$ cat config.mk
export PLATFORM = sky130hd
export DESIGN_NAME = hazard_scoreboard_flat
export DESIGN_NICKNAME = d
export VERILOG_FILES = /design/src/rtl/hazard_scoreboard_if.sv /design/src/rtl/hazard_scoreboard.sv /design/src/flat_wrapper.sv
export SDC_FILE = /design/constraint.sdc
export NUM_CORES = 1
export LEC_CHECK = 0
export CAP_MARGIN = 20
export CELL_PAD_IN_SITES_DETAIL_PLACEMENT = 0
export CELL_PAD_IN_SITES_GLOBAL_PLACEMENT = 1
export CORE_ASPECT_RATIO = 0.8
export CORE_MARGIN = 4
export CORE_UTILIZATION = 43
export CTS_BUF_LIST = sky130_fd_sc_hd__clkbuf_8
export CTS_CLUSTER_SIZE = 40
export DETAILED_ROUTE_END_ITERATION = 8
export HOLD_SLACK_MARGIN = 0.06
export PLACE_DENSITY = 0.93
export SETUP_SLACK_MARGIN = 0.5
export SYNTH_ARGS = -nofsm -noshare
export SYNTH_HDL_FRONTEND = slang
export SYNTH_SLANG_ARGS = --single-unit
$ cat constraint.sdc
create_clock -name clk -period 5.2 [get_ports clk]
set_clock_uncertainty 0.15 [all_clocks]
set_input_delay 1.56 -clock clk [delete_from_list [all_inputs] [get_ports clk]]
set_output_delay 1.56 -clock clk [all_outputs]
set_load 0.02 [all_outputs]
$ cat src/rtl/hazard_scoreboard_if.sv
// hazard_scoreboard_if: decode-side hazard request and forwarding/stall response bundle
interface hazard_scoreboard_if #(
    parameter int DEPTH = 3,
    parameter int CNT_W = 32
);
    localparam int SW = $clog2(DEPTH + 1);
    logic             id_valid;
    logic [4:0]       id_rs1;
    logic [4:0]       id_rs2;
    logic             id_rs1_used;
    logic             id_rs2_used;
    logic [4:0]       id_rd;
    logic             id_reg_wr;
    logic             id_is_load;
    logic             br_taken;
    logic             trap_flush;
    logic             pipe_hold;
    logic             stall;
    logic             flush;
    logic [SW-1:0]    fwd_sel_a;
    logic [SW-1:0]    fwd_sel_b;
    logic [DEPTH-1:0] stage_valid;
    logic [CNT_W-1:0] stall_cycles;

    modport master (
        output id_valid, id_rs1, id_rs2, id_rs1_used, id_rs2_used, id_rd, id_reg_wr, id_is_load,
               br_taken, trap_flush, pipe_hold,
        input  stall, flush, fwd_sel_a, fwd_sel_b, stage_valid, stall_cycles
    );
    modport slave (
        input  id_valid, id_rs1, id_rs2, id_rs1_used, id_rs2_used, id_rd, id_reg_wr, id_is_load,
               br_taken, trap_flush, pipe_hold,
        output stall, flush, fwd_sel_a, fwd_sel_b, stage_valid, stall_cycles
    );
endinterface

$ cat src/rtl/hazard_scoreboard.sv
// hazard_scoreboard: in-flight write tracking, operand forwarding select and stall/flush for a DEPTH-stage pipeline
module hazard_scoreboard #(
    parameter int DEPTH      = 3,
    parameter int ALU_STAGE  = 1,
    parameter int LOAD_STAGE = 2,
    parameter int BR_STAGE   = 1,
    parameter int CNT_W      = 32
) (
    input logic clk,
    input logic rst,
    hazard_scoreboard_if.slave bus
);
    localparam int SW = $clog2(DEPTH + 1);
    logic [DEPTH-1:0]      v, wr, ld, keep, avail;
    logic [DEPTH-1:0][4:0] rd;
    logic [SW-1:0]         sel_a, sel_b;
    logic                  haz_a, haz_b, redirect, stall, issue;
    logic [CNT_W-1:0]      cnt;

    always_comb begin
        for (int i = 0; i < DEPTH; i++) begin
            avail[i] = (i + 1) >= (ld[i] ? LOAD_STAGE : ALU_STAGE);
            keep[i]  = bus.trap_flush ? (i == DEPTH - 1) : (!bus.br_taken || (i + 1) >= BR_STAGE);
        end
    end

    // Scan oldest to youngest so a younger match always overwrites an older one
    always_comb begin
        sel_a = '0;
        sel_b = '0;
        haz_a = 1'b0;
        haz_b = 1'b0;
        for (int i = DEPTH - 1; i >= 0; i--) begin
            if (v[i] && wr[i] && bus.id_rs1_used && bus.id_rs1 != 5'd0 && rd[i] == bus.id_rs1) begin
                sel_a = avail[i] ? SW'(i + 1) : '0;
                haz_a = !avail[i];
            end
            if (v[i] && wr[i] && bus.id_rs2_used && bus.id_rs2 != 5'd0 && rd[i] == bus.id_rs2) begin
                sel_b = avail[i] ? SW'(i + 1) : '0;
                haz_b = !avail[i];
            end
        end
    end

    assign redirect         = bus.br_taken || bus.trap_flush;
    assign stall            = !rst && bus.id_valid && (haz_a || haz_b) && !redirect;
    assign issue            = bus.id_valid && !stall && !redirect && !bus.pipe_hold;
    assign bus.stall        = stall;
    assign bus.flush        = !rst && redirect;
    assign bus.fwd_sel_a    = rst ? '0 : sel_a;
    assign bus.fwd_sel_b    = rst ? '0 : sel_b;
    assign bus.stage_valid  = rst ? '0 : v;
    assign bus.stall_cycles = cnt;

    // x0 destinations enter with wr cleared so they can never match
    always_ff @(posedge clk) begin
        if (rst) begin
            v   <= '0;
            cnt <= '0;
        end else begin
            if (bus.pipe_hold) begin
                v <= v & keep;
            end else begin
                v  <= {v[DEPTH-2:0] & keep[DEPTH-2:0], issue};
                wr <= {wr[DEPTH-2:0], bus.id_reg_wr && bus.id_rd != 5'd0};
                ld <= {ld[DEPTH-2:0], bus.id_is_load};
                rd <= {rd[DEPTH-2:0], bus.id_rd};
            end
            if (stall && cnt != '1) cnt <= cnt + CNT_W'(1);
        end
    end
endmodule
$ cat src/flat_wrapper.sv
// flat-port wrapper written by rule: the top's interface ports become plain ports
module hazard_scoreboard_flat 
#(
    parameter int DEPTH      = 3,
    parameter int ALU_STAGE  = 1,
    parameter int LOAD_STAGE = 2,
    parameter int BR_STAGE   = 1,
    parameter int CNT_W      = 32
)
  (clk, rst, bus_id_valid, bus_id_rs1, bus_id_rs2, bus_id_rs1_used, bus_id_rs2_used, bus_id_rd, bus_id_reg_wr, bus_id_is_load, bus_br_taken, bus_trap_flush, bus_pipe_hold, bus_stall, bus_flush, bus_fwd_sel_a, bus_fwd_sel_b, bus_stage_valid, bus_stall_cycles);
  hazard_scoreboard_if #(.DEPTH(DEPTH), .CNT_W(CNT_W)) bus_i ();
  input logic clk;
  input logic rst;
  input wire logic [$bits(bus_i.id_valid)-1:0] bus_id_valid;
  input wire logic [$bits(bus_i.id_rs1)-1:0] bus_id_rs1;
  input wire logic [$bits(bus_i.id_rs2)-1:0] bus_id_rs2;
  input wire logic [$bits(bus_i.id_rs1_used)-1:0] bus_id_rs1_used;
  input wire logic [$bits(bus_i.id_rs2_used)-1:0] bus_id_rs2_used;
  input wire logic [$bits(bus_i.id_rd)-1:0] bus_id_rd;
  input wire logic [$bits(bus_i.id_reg_wr)-1:0] bus_id_reg_wr;
  input wire logic [$bits(bus_i.id_is_load)-1:0] bus_id_is_load;
  input wire logic [$bits(bus_i.br_taken)-1:0] bus_br_taken;
  input wire logic [$bits(bus_i.trap_flush)-1:0] bus_trap_flush;
  input wire logic [$bits(bus_i.pipe_hold)-1:0] bus_pipe_hold;
  output wire logic [$bits(bus_i.stall)-1:0] bus_stall;
  output wire logic [$bits(bus_i.flush)-1:0] bus_flush;
  output wire logic [$bits(bus_i.fwd_sel_a)-1:0] bus_fwd_sel_a;
  output wire logic [$bits(bus_i.fwd_sel_b)-1:0] bus_fwd_sel_b;
  output wire logic [$bits(bus_i.stage_valid)-1:0] bus_stage_valid;
  output wire logic [$bits(bus_i.stall_cycles)-1:0] bus_stall_cycles;
  assign bus_i.id_valid = bus_id_valid;
  assign bus_i.id_rs1 = bus_id_rs1;
  assign bus_i.id_rs2 = bus_id_rs2;
  assign bus_i.id_rs1_used = bus_id_rs1_used;
  assign bus_i.id_rs2_used = bus_id_rs2_used;
  assign bus_i.id_rd = bus_id_rd;
  assign bus_i.id_reg_wr = bus_id_reg_wr;
  assign bus_i.id_is_load = bus_id_is_load;
  assign bus_i.br_taken = bus_br_taken;
  assign bus_i.trap_flush = bus_trap_flush;
  assign bus_i.pipe_hold = bus_pipe_hold;
  assign bus_stall = bus_i.stall;
  assign bus_flush = bus_i.flush;
  assign bus_fwd_sel_a = bus_i.fwd_sel_a;
  assign bus_fwd_sel_b = bus_i.fwd_sel_b;
  assign bus_stage_valid = bus_i.stage_valid;
  assign bus_stall_cycles = bus_i.stall_cycles;
  hazard_scoreboard #(.DEPTH(DEPTH), .ALU_STAGE(ALU_STAGE), .LOAD_STAGE(LOAD_STAGE), .BR_STAGE(BR_STAGE), .CNT_W(CNT_W)) u_core (.clk(clk), .rst(rst), .bus(bus_i));
endmodule
==> reports/qor.txt, run 1 <==
GRT
-------------------------------------------------------------------------------
Largest net degree at the start of global routing                            53
Global-route wire length before repair                                13,180 um
Number of global-route vias before repair                                 2,618
Total track usage                                                        19.15%
Antenna violations before repair                                              0
Total gr overflow                                                             0

POWER
-------------------------------------------------------------------------------
Proportion of power drawn by the clock network                            31.8%
Pwr dens                                                           195.4 mW/mm2
Switching share of power                                                 24.86%
Worst voltage drop across the vdd grid                                0.1327 mV
Sequential group share of total power                                     58.5%
Total Power Consumption                                               0.7738 mW
Comb power frac                                                            9.6%
LEAKAGE                                                                1.239 nW
Cell internal pwr                                                     0.5814 mW
Net switching component of the power                                  0.1923 mW

FINISH
-------------------------------------------------------------------------------
Commonest non-fill, non-tap cells in the layout                    clkdlybuf4s50_1, dfxtp_1, a21oi_1
Diode insertion count for antenna repair                                      0
Layout overhead on the synthesized area                                  31.66%
Combined area of the multi-input logic cells                       0.001740 mm2
Number of filler instances in the final layout                              581
Final std cell area, no fill                                       0.003960 mm2
Leading cell type in the layout, fill and taps excluded            clkdlybuf4s50_1
# nets final                                                                424
Sequential Area                                                    0.001271 mm2
Layout cells sized above 1                                               17.04%

CLOCKING
-------------------------------------------------------------------------------
Library cell used as clock root buffer                                 clkbuf_8
Clock buffer depth                                                            2
Clock-pin slew on the worst setup and hold paths                        0.10 ns
Insertion delay of the later-clocked pin in the worst-skew pair         0.31 ns
CTS tree                                                                   done
Number of clock sinks                                                        54
Number of H-tree levels                                                       2
Number of buffers created by CTS                                              5

STA
-------------------------------------------------------------------------------
Max Transition Viols Final                                                    0
Setup-violating endpoint count in the final report                            0
Hold Fails Final Rpt                                                          0
Peak Freq                                                            0.2112 GHz
Worst max-slew margin expressed relative to the limit                    67.22%
Worst hold slack                                                      0.3133 ns
Slew at the pin closest to its max-slew limit                         0.4918 ns
Setup repair after global routing missed its margin                         yes
Time the worst path needs with I/O delays and setup                    4.735 ns
Period utilization                                                       91.06%

PLACEMENT
-------------------------------------------------------------------------------
Final weighted congestion of routability-driven global placement         0.9022
Placed standard-cell area                                          0.003797 mm2
Placed wire-length estimate                                             5931 um
Port bufs                                                                    65

SYNTH
-------------------------------------------------------------------------------
Mapped cell area                                                   0.003008 mm2
Post-Syn Instances                                                          324
Number of synthesized flops with an enable pin                               19
Synth Area per Inst                                                   9.284 um2
Synthesized Nets                                                            350
Cell types occupying the most area after synthesis                 dfxtp_1, edfxtp_1, xnor2_1
Top flip-flop cell by instance count after synthesis                    dfxtp_1
Seq/Total Area, Yosys                                                    42.26%
FFs w/ async S/R, synth                                                      0%
Synth warn                                                                    0
Post-synthesis cell type count                                               43
Top-area cell type share of the netlist area                             23.29%
Synth Register Bits                                                          54
Dominant cell type by area after synthesis                              dfxtp_1

FLOORPLANNING
-------------------------------------------------------------------------------
Effective utilization at floorplan                                       45.77%
Horizontal die dimension                                               101.5 um
Number of standard-cell rows in the floorplan                                26
Core Region                                                        0.006571 mm2
Count of boundary I/O pins                                                   66
Die height                                                             82.81 um
Floorplan die area                                                 0.008406 mm2

ROUTE
-------------------------------------------------------------------------------
Wire length per cell                                                   16.46 um
Detailed Route WL                                                       7952 um
First drt pass iteration count                                                4
DRC Markers                                                                   0
Post-DR vias/cell                                                         5.741
DR iter-0 viols                                                             184
Via count                                                                 2,773
Antenna violation net count after detailed routing                            0

RUN STATUS
-------------------------------------------------------------------------------
Result of the run                                                     completed

HOLD PATH
-------------------------------------------------------------------------------
Worst hold-check path type                                         flop to flop

RUN
-------------------------------------------------------------------------------
Count of max-cap constraint violations                                        0

CRITICAL PATH
-------------------------------------------------------------------------------
CP max FO                                                                     3
Critical path arrival                                                   3.03 ns
Crit end category                                                   output port
Required time at the worst-slack endpoint                               3.49 ns
Classification of the worst setup path                             input pin to output port
CP Launch Type                                                        input pin

sequential cells by signal, summed over array words and instances, names as in the netlist:
signal	count
u_core.v	3
u_core.bus.stall_cycles	32
u_core.wr	3
u_core.rd	15
u_core.ld	1
path summary, 6_finish.rpt:
path / to / start / depth (start not counted) / slack, ns
worst min register to register: u_core.wr[2] / u_core.wr[1] / 0 / 0.31
worst max-delay path: bus_fwd_sel_a[0] / bus_id_rs1[1] / 8 / 0.46
worst min-delay path: u_core.wr[2] / u_core.wr[1] / 0 / 0.31
worst max register to register: u_core.bus.stall_cycles[10] / u_core.rd[2] / 8 / 2.47
cell usage after synthesis, types with 5 or more instances:
| master | n |
|---|---|
| dfxtp_1 | 35 |
| xnor2_1 | 24 |
| inv_1 | 5 |
| nand3_1 | 15 |
| o21ai_0 | 12 |
| nand4_1 | 16 |
| nor3_1 | 7 |
| clkbuf_1 | 7 |
| nor2b_1 | 11 |
| xor2_1 | 6 |
| nor2_1 | 23 |
| and4_1 | 5 |
| or3_1 | 10 |
| mux2_2 | 7 |
| nor4_1 | 5 |
| nand2_1 | 23 |
| o31ai_1 | 10 |
| or4_1 | 18 |
| edfxtp_1 | 19 |
| a21oi_1 | 25 |
cell families (layout without fill, tap and decap cells):
logic type | count (synthesis) | count (layout) | share of synthesized area [%]
AO/OA/AOI/OAI | 59 | 59 | 12.23
XOR/XNOR | 30 | 30 | 8.735
flip-flops | 54 | 54 | 42.26
multiplexers | 10 | 10 | 3.661
buffers and inverters | 19 | 94 | 2.953
AND/OR/NAND/NOR | 151 | 151 | 29.74
adder cells (fa/ha/maj) | 1 | 1 | 0.4159
layout make-up:
class	instances	share of cell area, %
clock buffer	5	1.738
clock inverter	3	0.6319
inverter	6	0.5687
multi-input combinational	251	43.95
sequential	54	32.10
tap	84	2.654
timing repair buffer	80	18.36
per-layer routing:
| metal | vias to the layer above | GRT usage, % | part of all wire [%] |
|---|---|---|---|
| met1 | 1309 | 30.01 | 49 |
| met2 | 88 | 27.91 | 44 |
| met3 | 2 | 2.931 | 6.6 |
| li1 | 1374 | - | - |
| met5 | - | 0 | 0 |
| met4 | 0 | 3.382 | 0.49 |
stage by stage:
step | setup TNS (ns) | cells | setup slack (ns) | util, %
6_report | 0 | 483 | 0.4650 | 60.26
5_1_grt | 0 | 483 | 0.3606 | 60.26
4_1_cts | 0 | 483 | 0.4804 | 59.90
3_5_place_dp | -1.882 | 474 | -0.4297 | 57.79
3_3_place_gp | -1.859 | 474 | -0.4377 | 57.79
2_1_floorplan | 0 | 324 | 0.5467 | -
power groups by stage:
stage                     combinational (mW)  clock [mW]  sequential [mW]
after floorplan                       0.0328           0            0.459
after global placement                0.0703           0            0.462
after detailed placement              0.0701           0            0.462
after CTS                             0.0735       0.252            0.453
after global routing                  0.0806       0.271            0.454
final                                 0.0746       0.246            0.453
what timing repair did:
action / 4_1_cts / 5_1_grt
endpoints found under the setup margin: 5 / 5
hold buffers: 0 / 0
pin swaps: 16 / 4
gates resized for setup: 88 / 6
buffers inserted: 1 / 0
worst max-delay path, cell delays in order:
cell and delay, ns:
buf_2 0.12, or4_4 0.53, o21ai_4 0.18, or4_4 0.16, nor2b_1 0.13, mux2i_1 0.08
nor2_1 0.11, buf_4 0.15
Power figures use the tool's default switching activity.
==> run 2: changes to the inputs <==
--- a/config.mk
+++ b/config.mk
@@ -10,13 +10,14 @@
 export CELL_PAD_IN_SITES_GLOBAL_PLACEMENT = 1
 export CORE_ASPECT_RATIO = 0.8
 export CORE_MARGIN = 4
-export CORE_UTILIZATION = 43
+export CORE_UTILIZATION = 40
 export CTS_BUF_LIST = sky130_fd_sc_hd__clkbuf_8
 export CTS_CLUSTER_SIZE = 40
 export DETAILED_ROUTE_END_ITERATION = 8
 export HOLD_SLACK_MARGIN = 0.06
-export PLACE_DENSITY = 0.93
+export PLACE_DENSITY = 0.88
 export SETUP_SLACK_MARGIN = 0.5
+export SLEW_MARGIN = 25
 export SYNTH_ARGS = -nofsm -noshare
 export SYNTH_HDL_FRONTEND = slang
 export SYNTH_SLANG_ARGS = --single-unit
==> constraint.sdc (replaced) <==
create_clock -name clk -period 5.26 [get_ports clk]
set_clock_uncertainty 0.15 [all_clocks]
set_input_delay 1.578 -clock clk [delete_from_list [all_inputs] [get_ports clk]]
set_output_delay 1.578 -clock clk [all_outputs]
set_load 0.02 [all_outputs]
==> run 2 against run 1 <==
  * Setup slack worse by 0.045 ns
  * Clock-buffer cell count unchanged
  * Hold slack gained 0.0033 ns
  * Global-route usage down 0.84 points
  * Sequential share of layout area decreased by 0.42 points
  * Total power hardly changed
  * Clock power up 2%
  * Combinational power grew 1%
  * Wire length rose by 0.62%
  * Critical endpoint unchanged
  * Largest power group unchanged
==> reports/qor.txt, run 2 (synthesis results as in run 1) <==
FINISH
-------------------------------------------------------------------------------
Max reg flops                                                                32
# nets final                                                                429
Diode insertion count for antenna repair                                      0
Layout overhead on the synthesized area                                  33.40%
Number of filler instances in the final layout                              651
Commonest non-fill, non-tap cells in the layout                    clkdlybuf4s50_1, dfxtp_1, a21oi_1
Leading cell type in the layout, fill and taps excluded            clkdlybuf4s50_1
Layout cells sized above 1                                               18.07%

GRT
-------------------------------------------------------------------------------
Total track usage                                                        18.31%
Global-route wire length before repair                                13,550 um
Total gr overflow                                                             0
Number of global-route vias before repair                                 2,716
Largest net degree at the start of global routing                            53
Antenna violations before repair                                              0

CLOCKING
-------------------------------------------------------------------------------
Clock-pin slew on the worst setup and hold paths                        0.10 ns
Library cell used as clock root buffer                                 clkbuf_8
CTS tree                                                                   done
Clock buffer depth                                                            2
Insertion delay of the later-clocked pin in the worst-skew pair         0.32 ns
Number of buffers created by CTS                                              5
Number of H-tree levels                                                       2
Number of clock sinks                                                        54

ROUTE
-------------------------------------------------------------------------------
Wire length per cell                                                   16.30 um
Via count                                                                 2,792
DR iter-0 viols                                                             196
Antenna violation net count after detailed routing                            0
First drt pass iteration count                                                5
DRC Markers                                                                   0
Detailed Route WL                                                       8001 um
Post-DR vias/cell                                                         5.686

STA
-------------------------------------------------------------------------------
Setup repair after global routing missed its margin                         yes
Hold Fails Final Rpt                                                          0
Period utilization                                                       92.01%
Setup-violating endpoint count in the final report                            0
Worst max-slew margin expressed relative to the limit                    66.26%
Final worst slack                                                     0.4202 ns
Peak Freq                                                            0.2066 GHz
Worst hold slack                                                      0.3166 ns
Time the worst path needs with I/O delays and setup                    4.840 ns
Slew at the pin closest to its max-slew limit                         0.5061 ns
Max Transition Viols Final                                                    0

POWER
-------------------------------------------------------------------------------
Comb power frac                                                            9.7%
Net switching component of the power                                  0.1951 mW
Worst voltage drop across the vdd grid                                0.1274 mV
Proportion of power drawn by the clock network                            32.5%
Sequential group share of total power                                     57.8%
Cell internal pwr                                                     0.5788 mW
Switching share of power                                                 25.21%
Pwr dens                                                           192.9 mW/mm2
LEAKAGE                                                                1.267 nW

PLACEMENT
-------------------------------------------------------------------------------
Final weighted congestion of routability-driven global placement         0.8811
Placed wire-length estimate                                             5905 um
Worst slack after detailed placement                                 -0.4601 ns
Port bufs                                                                    65

CRITICAL PATH
-------------------------------------------------------------------------------
Worst reg2reg setup slack                                               2.55 ns
Required time at the worst-slack endpoint                               3.53 ns
Classification of the worst setup path                             input pin to output port
Crit end category                                                   output port
CP max FO                                                                     4
Critical path arrival                                                   3.11 ns
CP Launch Type                                                        input pin

FLOORPLANNING
-------------------------------------------------------------------------------
Horizontal die dimension                                               105.0 um
Effective utilization at floorplan                                       42.40%
Count of boundary I/O pins                                                   66
Floorplan die area                                                 0.008980 mm2
Number of standard-cell rows in the floorplan                                27
Core Region                                                        0.007094 mm2
Die height                                                             85.56 um

RUN STATUS
-------------------------------------------------------------------------------
Result of the run                                                     completed

RUN
-------------------------------------------------------------------------------
Count of max-cap constraint violations                                        0

HOLD PATH
-------------------------------------------------------------------------------
Worst hold-check path type                                         flop to flop

run 2: cell types whose count changed in the layout (fill, tap and decap cells not counted), sizes merged:
cell,before,now
clkinvlp,1,0
clkdlybuf4s15,0,1
buf,31,35
clkinv,1,2
run 2: final cells by class:
| type | instances | area [um2] | share of cell area (%) |
|---|---|---|---|
| clock buffer | 5 | 68.82 | 1.715 |
| clock inverter | 3 | 28.78 | 0.7172 |
| inverter | 6 | 22.52 | 0.5613 |
| multi-input combinational | 251 | 1732 | 43.16 |
| sequential | 54 | 1271 | 31.68 |
| tap | 87 | 108.9 | 2.713 |
| timing repair buffer | 85 | 780.7 | 19.46 |
run 2: worst paths after layout:
| path | from | end | depth (start not counted) |
|---|---|---|---|
| worst min register to register | u_core.wr[1] | u_core.wr[2] | 0 |
| worst max-delay path | bus_id_rs1[4] | bus_fwd_sel_a[0] | 8 |
| worst min-delay path | u_core.wr[1] | u_core.wr[2] | 0 |
| worst max register to register | u_core.rd[3] | u_core.bus.stall_cycles[10] | 8 |
run 2: per-layer routing:
metal / up-vias / share of wire [%] / track usage [%]
li1: 1386 / - / -
met3: 14 / 5.4 / 3.536
met5: - / 0 / 0
met1: 1301 / 49 / 26.70
met4: 0 / 1.7 / 5.125
met2: 91 / 44 / 27.66
run 2: worst max-delay path, stage by stage:
cell,delay (ns)
clkdlybuf4s15_2,0.23
buf_4,0.14
o21ai_4,0.07
or4_4,0.54
nor2b_2,0.17
mux2i_2,0.15
nor2_1,0.07
buf_4,0.16
run 2: power groups by stage:
stage | combinational [mW] | clock, mW | sequential (mW)
global placement | 0.0696 | 0 | 0.456
global route | 0.0821 | 0.271 | 0.448
floorplan | 0.0325 | 0 | 0.454
finish | 0.0754 | 0.251 | 0.447
CTS | 0.0747 | 0.257 | 0.447
detailed placement | 0.0706 | 0 | 0.456
run 2: through the flow:
stage	std cells	TNS (ns)	util (%)	power [mW]	instance area, um2
final	491	0	56.56	0.7739	4013
after global routing	491	0	56.56	0.8013	4013
after detailed placement	478	-1.831	53.69	0.5270	3809
after global placement	478	-1.645	53.69	0.5257	3809
after CTS	491	0	56.26	0.7783	3991
after floorplan	324	0	-	0.4862	3008
run 2: repair_timing:
item / 4_1_cts / 5_1_grt
pin swaps: 16 / 8
resized for setup: 92 / 5
hold buffers: 0 / 0
setup buffers: 5 / 0
setup endpoints to repair: 5 / 5
